===== src/rtl/fft_pkg.sv =====
// Shared constants and scanner state encoding for the FFT bin scanner.
package fft_pkg;
  localparam int FFT_DW     = 12;
  localparam int FFT_N_BINS = 8;
  localparam int FFT_SEL_W  = 3;
  localparam int MAG_W      = 2 * FFT_DW;

  typedef enum logic [2:0] {
    ST_IDLE    = 3'd0,
    ST_SETTLE  = 3'd1,
    ST_CAPTURE = 3'd2,
    ST_EMIT    = 3'd3,
    ST_DONE    = 3'd4
  } scan_state_e;
endpackage


===== src/rtl/fft_mag_calc.sv =====
// Combinational per-bin magnitude.
// FFT_SCAN_APPROX_MAG_EN selects max(|yr|,|yi|) + min(|yr|,|yi|)/2 (no multipliers);
// otherwise the exact sum of squares yr^2 + yi^2.
module fft_mag_calc
  import fft_pkg::*;
#(
  parameter int DW = FFT_DW
) (
  input  logic signed [DW-1:0]   yr,
  input  logic signed [DW-1:0]   yi,
  output logic        [2*DW-1:0] mag
);
`ifdef FFT_SCAN_APPROX_MAG_EN
  // One extra bit so |-2^(DW-1)| is representable.
  logic [DW:0] yr_x, yi_x, ar, ai, mx, mn, sum;

  // Absolute values, then max + min/2; result is at most 1.5 * 2^(DW-1).
  always_comb begin
    yr_x = {yr[DW-1], yr};
    yi_x = {yi[DW-1], yi};
    ar   = yr_x[DW] ? (~yr_x + 1'b1) : yr_x;
    ai   = yi_x[DW] ? (~yi_x + 1'b1) : yi_x;
    mx   = (ar > ai) ? ar : ai;
    mn   = (ar > ai) ? ai : ar;
    sum  = mx + (mn >> 1);
    mag  = {{(DW-1){1'b0}}, sum};
  end
`else
  logic signed [2*DW-1:0] sq_r, sq_i;

  // Each square fits the signed 2*DW range; the sum only fits as unsigned.
  always_comb begin
    sq_r = yr * yr;
    sq_i = yi * yi;
    mag  = $unsigned(sq_r) + $unsigned(sq_i);
  end
`endif
endmodule


===== src/rtl/fft_bin_scanner.sv =====
// Sweeps the FFT core's bin select, samples each settled bin, streams (bin, magnitude)
// over valid/ready and reports the peak bin of each completed sweep.
// Magnitude flavour is chosen by FFT_SCAN_APPROX_MAG_EN inside fft_mag_calc.
module fft_bin_scanner
  import fft_pkg::*;
#(
  parameter int DW     = FFT_DW,
  parameter int N_BINS = FFT_N_BINS,
  parameter int SETTLE = 2
) (
  input  logic                        clk,
  input  logic                        rst,
  input  logic                        start,
  output logic [$clog2(N_BINS)-1:0]   sel,
  input  logic signed [DW-1:0]        yr,
  input  logic signed [DW-1:0]        yi,
  output logic                        out_valid,
  input  logic                        out_ready,
  output logic [$clog2(N_BINS)-1:0]   out_bin,
  output logic [2*DW-1:0]             out_mag,
  output logic                        busy,
  output logic                        done,
  output logic [$clog2(N_BINS)-1:0]   peak_bin,
  output logic [2*DW-1:0]             peak_mag
);
  localparam int SEL_W = $clog2(N_BINS);
  localparam int MW    = 2 * DW;
  localparam int CNT_W = (SETTLE < 2) ? 1 : $clog2(SETTLE);

  localparam logic [SEL_W-1:0] LAST_BIN   = SEL_W'(N_BINS - 1);
  localparam logic [CNT_W-1:0] CNT_RELOAD = CNT_W'(SETTLE - 1);

  scan_state_e      state_q, state_d;
  logic [SEL_W-1:0] sel_q, sel_d;
  logic [CNT_W-1:0] cnt_q, cnt_d;
  logic             busy_q, busy_d;
  logic             ov_q, ov_d;
  logic [SEL_W-1:0] ob_q, ob_d;
  logic [MW-1:0]    om_q, om_d;
  logic [SEL_W-1:0] run_bin_q, run_bin_d;
  logic [MW-1:0]    run_mag_q, run_mag_d;
  logic [SEL_W-1:0] pk_bin_q, pk_bin_d;
  logic [MW-1:0]    pk_mag_q, pk_mag_d;
  logic [MW-1:0]    mag;

  fft_mag_calc #(.DW(DW)) u_mag (
    .yr  (yr),
    .yi  (yi),
    .mag (mag)
  );

  // Next-state and datapath updates for the sweep FSM.
  always_comb begin
    state_d   = state_q;
    sel_d     = sel_q;
    cnt_d     = cnt_q;
    busy_d    = busy_q;
    ov_d      = ov_q;
    ob_d      = ob_q;
    om_d      = om_q;
    run_bin_d = run_bin_q;
    run_mag_d = run_mag_q;
    pk_bin_d  = pk_bin_q;
    pk_mag_d  = pk_mag_q;
    case (state_q)
      ST_IDLE: begin
        if (start) begin
          state_d   = ST_SETTLE;
          sel_d     = '0;
          busy_d    = 1'b1;
          cnt_d     = CNT_RELOAD;
          run_bin_d = '0;
          run_mag_d = '0;
        end
      end
      ST_SETTLE: begin
        if (cnt_q == '0) state_d = ST_CAPTURE;
        else             cnt_d   = cnt_q - 1'b1;
      end
      ST_CAPTURE: begin
        om_d    = mag;
        ob_d    = sel_q;
        ov_d    = 1'b1;
        state_d = ST_EMIT;
      end
      ST_EMIT: begin
        if (out_ready) begin
          ov_d = 1'b0;
          // Strictly greater: ties keep the earlier (lower) bin.
          if (om_q > run_mag_q) begin
            run_bin_d = ob_q;
            run_mag_d = om_q;
          end
          if (sel_q == LAST_BIN) begin
            state_d = ST_DONE;
          end else begin
            sel_d   = sel_q + 1'b1;
            cnt_d   = CNT_RELOAD;
            state_d = ST_SETTLE;
          end
        end
      end
      ST_DONE: begin
        pk_bin_d = run_bin_q;
        pk_mag_d = run_mag_q;
        busy_d   = 1'b0;
        state_d  = ST_IDLE;
      end
      default: state_d = ST_IDLE;
    endcase
  end

  // State and datapath registers with synchronous reset.
  always_ff @(posedge clk) begin
    if (rst) begin
      state_q   <= ST_IDLE;
      sel_q     <= '0;
      cnt_q     <= '0;
      busy_q    <= 1'b0;
      ov_q      <= 1'b0;
      ob_q      <= '0;
      om_q      <= '0;
      run_bin_q <= '0;
      run_mag_q <= '0;
      pk_bin_q  <= '0;
      pk_mag_q  <= '0;
    end else begin
      state_q   <= state_d;
      sel_q     <= sel_d;
      cnt_q     <= cnt_d;
      busy_q    <= busy_d;
      ov_q      <= ov_d;
      ob_q      <= ob_d;
      om_q      <= om_d;
      run_bin_q <= run_bin_d;
      run_mag_q <= run_mag_d;
      pk_bin_q  <= pk_bin_d;
      pk_mag_q  <= pk_mag_d;
    end
  end

  assign sel       = sel_q;
  assign out_valid = ov_q;
  assign out_bin   = ob_q;
  assign out_mag   = om_q;
  assign busy      = busy_q;
  assign done      = (state_q == ST_DONE);
  assign peak_bin  = pk_bin_q;
  assign peak_mag  = pk_mag_q;
endmodule


===== config.mk =====
export PLATFORM = sky130hd
export DESIGN_NAME = fft_bin_scanner
export DESIGN_NICKNAME = d
export VERILOG_FILES = /design/src/rtl/fft_pkg.sv /design/src/rtl/fft_mag_calc.sv /design/src/rtl/fft_bin_scanner.sv
export SDC_FILE = /design/constraint.sdc
export NUM_CORES = 1
export LEC_CHECK = 0
export ABC_AREA = 1
export CAP_MARGIN = 15
export CORE_UTILIZATION = 53
export CTS_CLUSTER_DIAMETER = 50
export DETAILED_ROUTE_END_ITERATION = 6
export PLACE_DENSITY = 0.84
export SYNTH_ARGS = -nofsm -noshare
export SYNTH_HDL_FRONTEND = slang
export SYNTH_SLANG_ARGS = --single-unit

===== constraint.sdc =====
create_clock -name clk -period 5.75 [get_ports clk]
set_clock_uncertainty 0.15 [all_clocks]
set_input_delay 0.575 -clock clk [delete_from_list [all_inputs] [get_ports clk]]
set_output_delay 0.575 -clock clk [all_outputs]
set_load 0.02 [all_outputs]

Word-level counts from Yosys, hierarchy flattened

Cells that the tools add are included.
W data, S select, Z words.

Flip-flop bits (word level): 90
Bits of input ports: 28
Output and inout bits: 60
Word-level logic and storage cells: 62

$add $sub $neg: 3
Multiply operators: 2
Order comparisons: 1
Equal/unequal tests: 10
Mux-type cells: 24
Reduce and logical (&&, ||, !) cells: 11

Operator list:

| kind                  | count |
|---|---|
| $mux W24              | 3 |
| $mul A12 B12 Y24      | 2 |
| $pmux W24 S2          | 1 |
| $mux W3               | 9 |
| $add A24 B24 Y24      | 1 |
| $gt A24 B24 Y1        | 1 |
| $pmux W3 S2           | 2 |
| $pmux W3 S4           | 1 |
| $reduce_and A4 Y1     | 3 |
| $ne A2 B2 Y1 const B  | 5 |
| $eq A3 B2 Y1 const B  | 2 |
| $eq A3 B3 Y1 const B  | 2 |
| $reduce_bool A2 Y1    | 3 |
| $mux W1               | 5 |
| $pmux W1 S2           | 2 |
| $reduce_and A2 Y1     | 2 |
| $add A3 B1 Y3 const B | 1 |
| $eq A3 B1 Y1 const B  | 1 |
| $logic_not A3 Y1      | 1 |
| $pmux W1 S3           | 1 |
| $reduce_and A3 Y1     | 1 |
| $reduce_bool A3 Y1    | 1 |
| $sub A1 B1 Y1 const B | 1 |

Logic depth before layout (Yosys ltp)

Word-level depth: 4
Mapped depth: 31
Gate-level depth less buffers: 30

By module

From an unflattened synthesis, not the netlist that was laid out.

Cell total of the unflattened synthesis: 1763
Area total of the unflattened synthesis: 14312.5 µm²

By module, submodules not included:

| module          | times used | cells each | area each (µm²) | seq. area each (µm²) |
|---|---|---|---|---|
| fft_mag_calc    | 1          | 1209       | 10259.8         | 0.0 |
| fft_bin_scanner | 1          | 554        | 4052.6          | 1801.7 |

Worst setup path before layout

No wires, ideal clock.

Kind: input to register
Start: in yi[11]
End: reg om_q[15] (netlist: out_mag[15])
Setup time: 0.116 ns
Data arrival time: 6.016 ns
Data required time: 5.484 ns
Path slack: -0.532 ns
Stages on the path: 21
Path buffers: 1
Cells stage by stage: clkbuf_1 > nand2_1 > fa_1 > fa_1 > inv_1 > fa_1 > fa_1 > fa_1 > fa_1 > inv_1 > fa_1 > inv_1 > ha_1 > a21oi_1 > a21boi_0 > nand2_1 > a21oi_1 > or2_2 > nand3_1 > o211ai_1 > inv_1

Word-level cells in the longest chain between the ends: 2

RTL lines:

| what                 | line                   | text |
|---|---|---|
| start, declared      | fft_bin_scanner.sv:16  | `input logic signed [DW-1:0] yi,` |
| $mul A12 B12 Y24     | fft_mag_calc.sv:34     | `sq_i = yi * yi;` |
| $add A24 B24 Y24     | fft_mag_calc.sv:35     | `mag = $unsigned(sq_r) + $unsigned(sq_i);` |
| end signal, assigned | fft_bin_scanner.sv:134 | `om_q <= om_d;` |
| end, declared        | fft_bin_scanner.sv:39  | `logic [MW-1:0] om_q, om_d;` |

No other way between the ends.
A chain may end at the register's enable or synchronous reset.

Worst setup path in the final report

Start: in yr[10]
End: reg om_q[17] (netlist: out_mag[17])

Word-level cells in the longest chain between the ends: 2

RTL lines:

| what             | line                  | text |
|---|---|---|
| start, declared  | fft_bin_scanner.sv:15 | `input logic signed [DW-1:0] yr,` |
| $mul A12 B12 Y24 | fft_mag_calc.sv:33    | `sq_r = yr * yr;` |
| $add A24 B24 Y24 | fft_mag_calc.sv:35    |  |

No other way between the ends.

==> flow_metrics.tcl <==
set metrics [dict create \
    status "complete, but fails checks" \
    violations "DRC, setup timing" \
    cts_root_buffer "clkbuf_16" \
    finalHoldViolCount 0 \
    regToRegSetupSlack_ns 2.86 \
    diodes 0 \
    yosys.area_share.simple_pct 14.4 \
    arrival_ns 6.52 \
    drtPass1Iterations 7 \
    synth_top_family_by_area "adder cells" \
    worst_pin_slew_ns 1.15 \
    antenna_left 0 \
    r2r_cells 9 \
    drive_above_1_share_pct 27.9 \
    vias 13757 \
    hp-class "flip-flop to flip-flop" \
    worst_setup_path_end_kind "flip-flop" \
    netlist_area_um2 14500 \
    async_flop_share_pct 0 \
    nNetsFinal 2493 \
    maxCapViolCount 0 \
    use_met3_pct 5.84 \
    yosysSeqAreaShare_pct 12.4 \
    rsz0062_at_grt "true" \
    layout_worst_path_cycle_share_pct 112 \
    grt_max_degree 57 \
    slew_headroom_pct 23.5 \
    yosys_warnings 0 \
    rr_startpoint "state_q[2]" \
    gr-usage-met2_pct 57.0 \
    synth_top_area_share_pct 39.0 \
    antenna_found_initial 0 \
    critical-path-slowest-cell "fa_1" \
    clock_path_buffers 2 \
    area_delta_synth_final_pct 33.5 \
    via_per_inst 5.71 \
    drt-initial-drc-count 1306 \
    gp_congestion 0.923 \
    chipWidth_um 167 \
    postCtsHoldBufs 0 \
    fmax_mhz 156 \
    synth_fp_nets 2200 \
    synth_most_common_cell "inv_1" \
    synth-seq-cells 90 \
    finalMaxSlewViolations 0 \
    grt_util_met1_pct 36.7 \
    tns_ns -7.60 \
    wl_per_cell_um 20.7 \
    crit_fanout 5 \
    path_depth 28 \
    grt_pass1_wl_mm 71.1 \
    grt_pass1_vias 14534 \
    synth_fa_ha_area_share_pct 49.2 \
    final_core_util_pct 72.0 \
    yosys.area.top_type "fa_1" \
    critPathLaunchType "input port" \
    clock-sinks 90 \
    netlist_top_cells_area "fa_1, inv_1, dfxtp_1, ha_1, nand2_1" \
    die_y_um 167 \
    synth_compound_area_share_pct 7.67 \
    num_rows 60 \
    hold_path_depth 2 \
    critPathMaxStageDelay_ns 0.67 \
    tritoncts "done" \
    avgSynthCellArea_um2 8.18 \
    r2r_end "sel[0]" \
    period_minus_slack_ns 6.43 \
    htree_levels 3 \
    grtUsageTotal_pct 32.6 \
    crit_buf_inv 11 \
    drc_errors 1 \
    cts_buffers 9 \
    setup_violations 15 \
    cp-startpoint "yr[10]" \
    crit_required_ns 5.84 \
    cpMostUsedCell "inv_1" \
    synth-xor-area-share_pct 1.15 \
    synthMuxAreaShare_pct 0 \
    core_region_area_um2 26900 \
    yosys_most_used_dff "dfxtp_1" \
    design.die.area_um2 28000 \
    cpLargestDelayFamily "adder cells" \
    pin_count 88 \
    start_util_pct 53.9 \
    postSynthCellCount 1772 \
    routed_wl_mm 49.8 \
    crit_end "out_mag[17]" \
    clock_latency_ns 0.34 \
    hpwlAfterDp_mm 29.3 \
    crit_type "input port to flip-flop" \
    setup_ws_ns -0.676 \
    portBuffers 87 \
    synth_cell_types 43 \
    synth_edf_count 0 \
    grt.overflow.total 0 \
    synthTopCellsByCount "inv_1, nand2_1, fa_1, ha_1, nor2_1" \
    gr-max-usage-layer "met2" \
    cts.clk_slew.worst_paths_ns 0.06 \
]
sequential cells by signal, summed over array words and instances (netlist names), 3 cells and up:
name,cells
out_mag,24
peak_mag,24
run_mag_q,24
out_bin,3
peak_bin,3
run_bin_q,3
sel,3
state_q,3
metal layers:
layer,share of wire [%],up-vias
met5,0,-
met4,9.2,0
met3,9.6,406
met2,48,982
met1,33,6588
li1,-,5781
worst register-to-register path, cell delays in order (launching register included):
cell and delay, ns:
dfxtp_1 0.36, inv_2 0.11, nand2_2 0.10, nor2_4 0.64, nand2_1 0.22, o21ai_2 0.14
inv_2 0.45, nand2_1 0.30, inv_1 0.12, o211a_1 0.21
cell usage in the layout, fill, tap and decap left out, types with 4 or more instances in the layout:
cell / Yosys / layout
a21oi_1: 88 / 70
a21oi_2: 9 / 19
a21oi_4: 0 / 8
buf_12: 0 / 21
buf_2: 11 / 4
buf_4: 2 / 188
buf_6: 5 / 49
buf_8: 1 / 7
bufbuf_16: 0 / 4
clkbuf_16: 0 / 9
clkdlybuf4s50_1: 0 / 63
dfxtp_1: 90 / 90
fa_1: 282 / 255
fa_2: 0 / 27
ha_1: 118 / 97
ha_4: 0 / 20
inv_1: 500 / 420
inv_2: 4 / 76
inv_4: 0 / 5
nand2_1: 316 / 245
nand2_2: 3 / 33
nand2_4: 0 / 41
nand3_1: 53 / 48
nand3_2: 10 / 13
nand4_1: 9 / 9
nor2_1: 93 / 81
nor2_2: 2 / 7
nor2_4: 1 / 8
o211ai_1: 4 / 4
o21a_1: 9 / 9
o21ai_0: 64 / 60
o21ai_2: 2 / 5
o21bai_1: 10 / 10
xnor2_1: 10 / 7
xor2_1: 9 / 8
per-stage QoR:
| step | setup WS [ns] | hold slack [ns] | instances | area [um2] |
|---|---|---|---|---|
| 2_1_floorplan | -0.128 | 0.296 | 1772 | 14900 |
| 3_3_place_gp | -0.962 | 0.307 | 2304 | 17200 |
| 3_5_place_dp | -1.10 | 0.313 | 2304 | 17200 |
| 4_1_cts | -0.241 | 0.328 | 2392 | 18800 |
| 5_1_grt | -0.975 | 0.356 | 2410 | 19300 |
| 6_report | -0.676 | 0.327 | 2410 | 19300 |
logic make-up after synthesis:
| logic type | Yosys count |
|---|---|
| buffers and inverters | 566 |
| AND/OR/NAND/NOR | 500 |
| adder cells (fa/ha/maj) | 400 |
| AO/OA/AOI/OAI | 197 |
| flip-flops | 90 |
| XOR/XNOR | 19 |
worst min path at each step:
stage,start,to,slack [ns]
after CTS,run_bin_q[2],run_bin_q[2],0.33
after global placement,busy,busy,0.31
final,run_bin_q[2],run_bin_q[2],0.33
after detailed placement,run_bin_q[2],run_bin_q[2],0.31
after global routing,run_bin_q[2],run_bin_q[2],0.36
after floorplan,run_bin_q[2],run_bin_q[2],0.30
area by class of cell:
class / instances / area (um2)
Inverter: 506 / 1920
Timing Repair Buffer: 342 / 3330
Clock inverter: 2 / 60.1
Tap cell: 341 / 427
Sequential cell: 90 / 1800
Multi-Input combinational cell: 1116 / 11500
Clock buffer: 13 / 260
Fill cell: 1607 / 7530
what timing repair did:
| action | in CTS | in global routing |
|---|---|---|
| setup endpoints to repair | 17 | 16 |
| pin swaps | 118 | 81 |
| resized for setup | 281 | 150 |
| setup buffers | 66 | 25 |
| gates cloned | 7 | 0 |
Power is not shown: default switching activity piles up to over one toggle a cycle in this logic, so the estimate is an artifact.
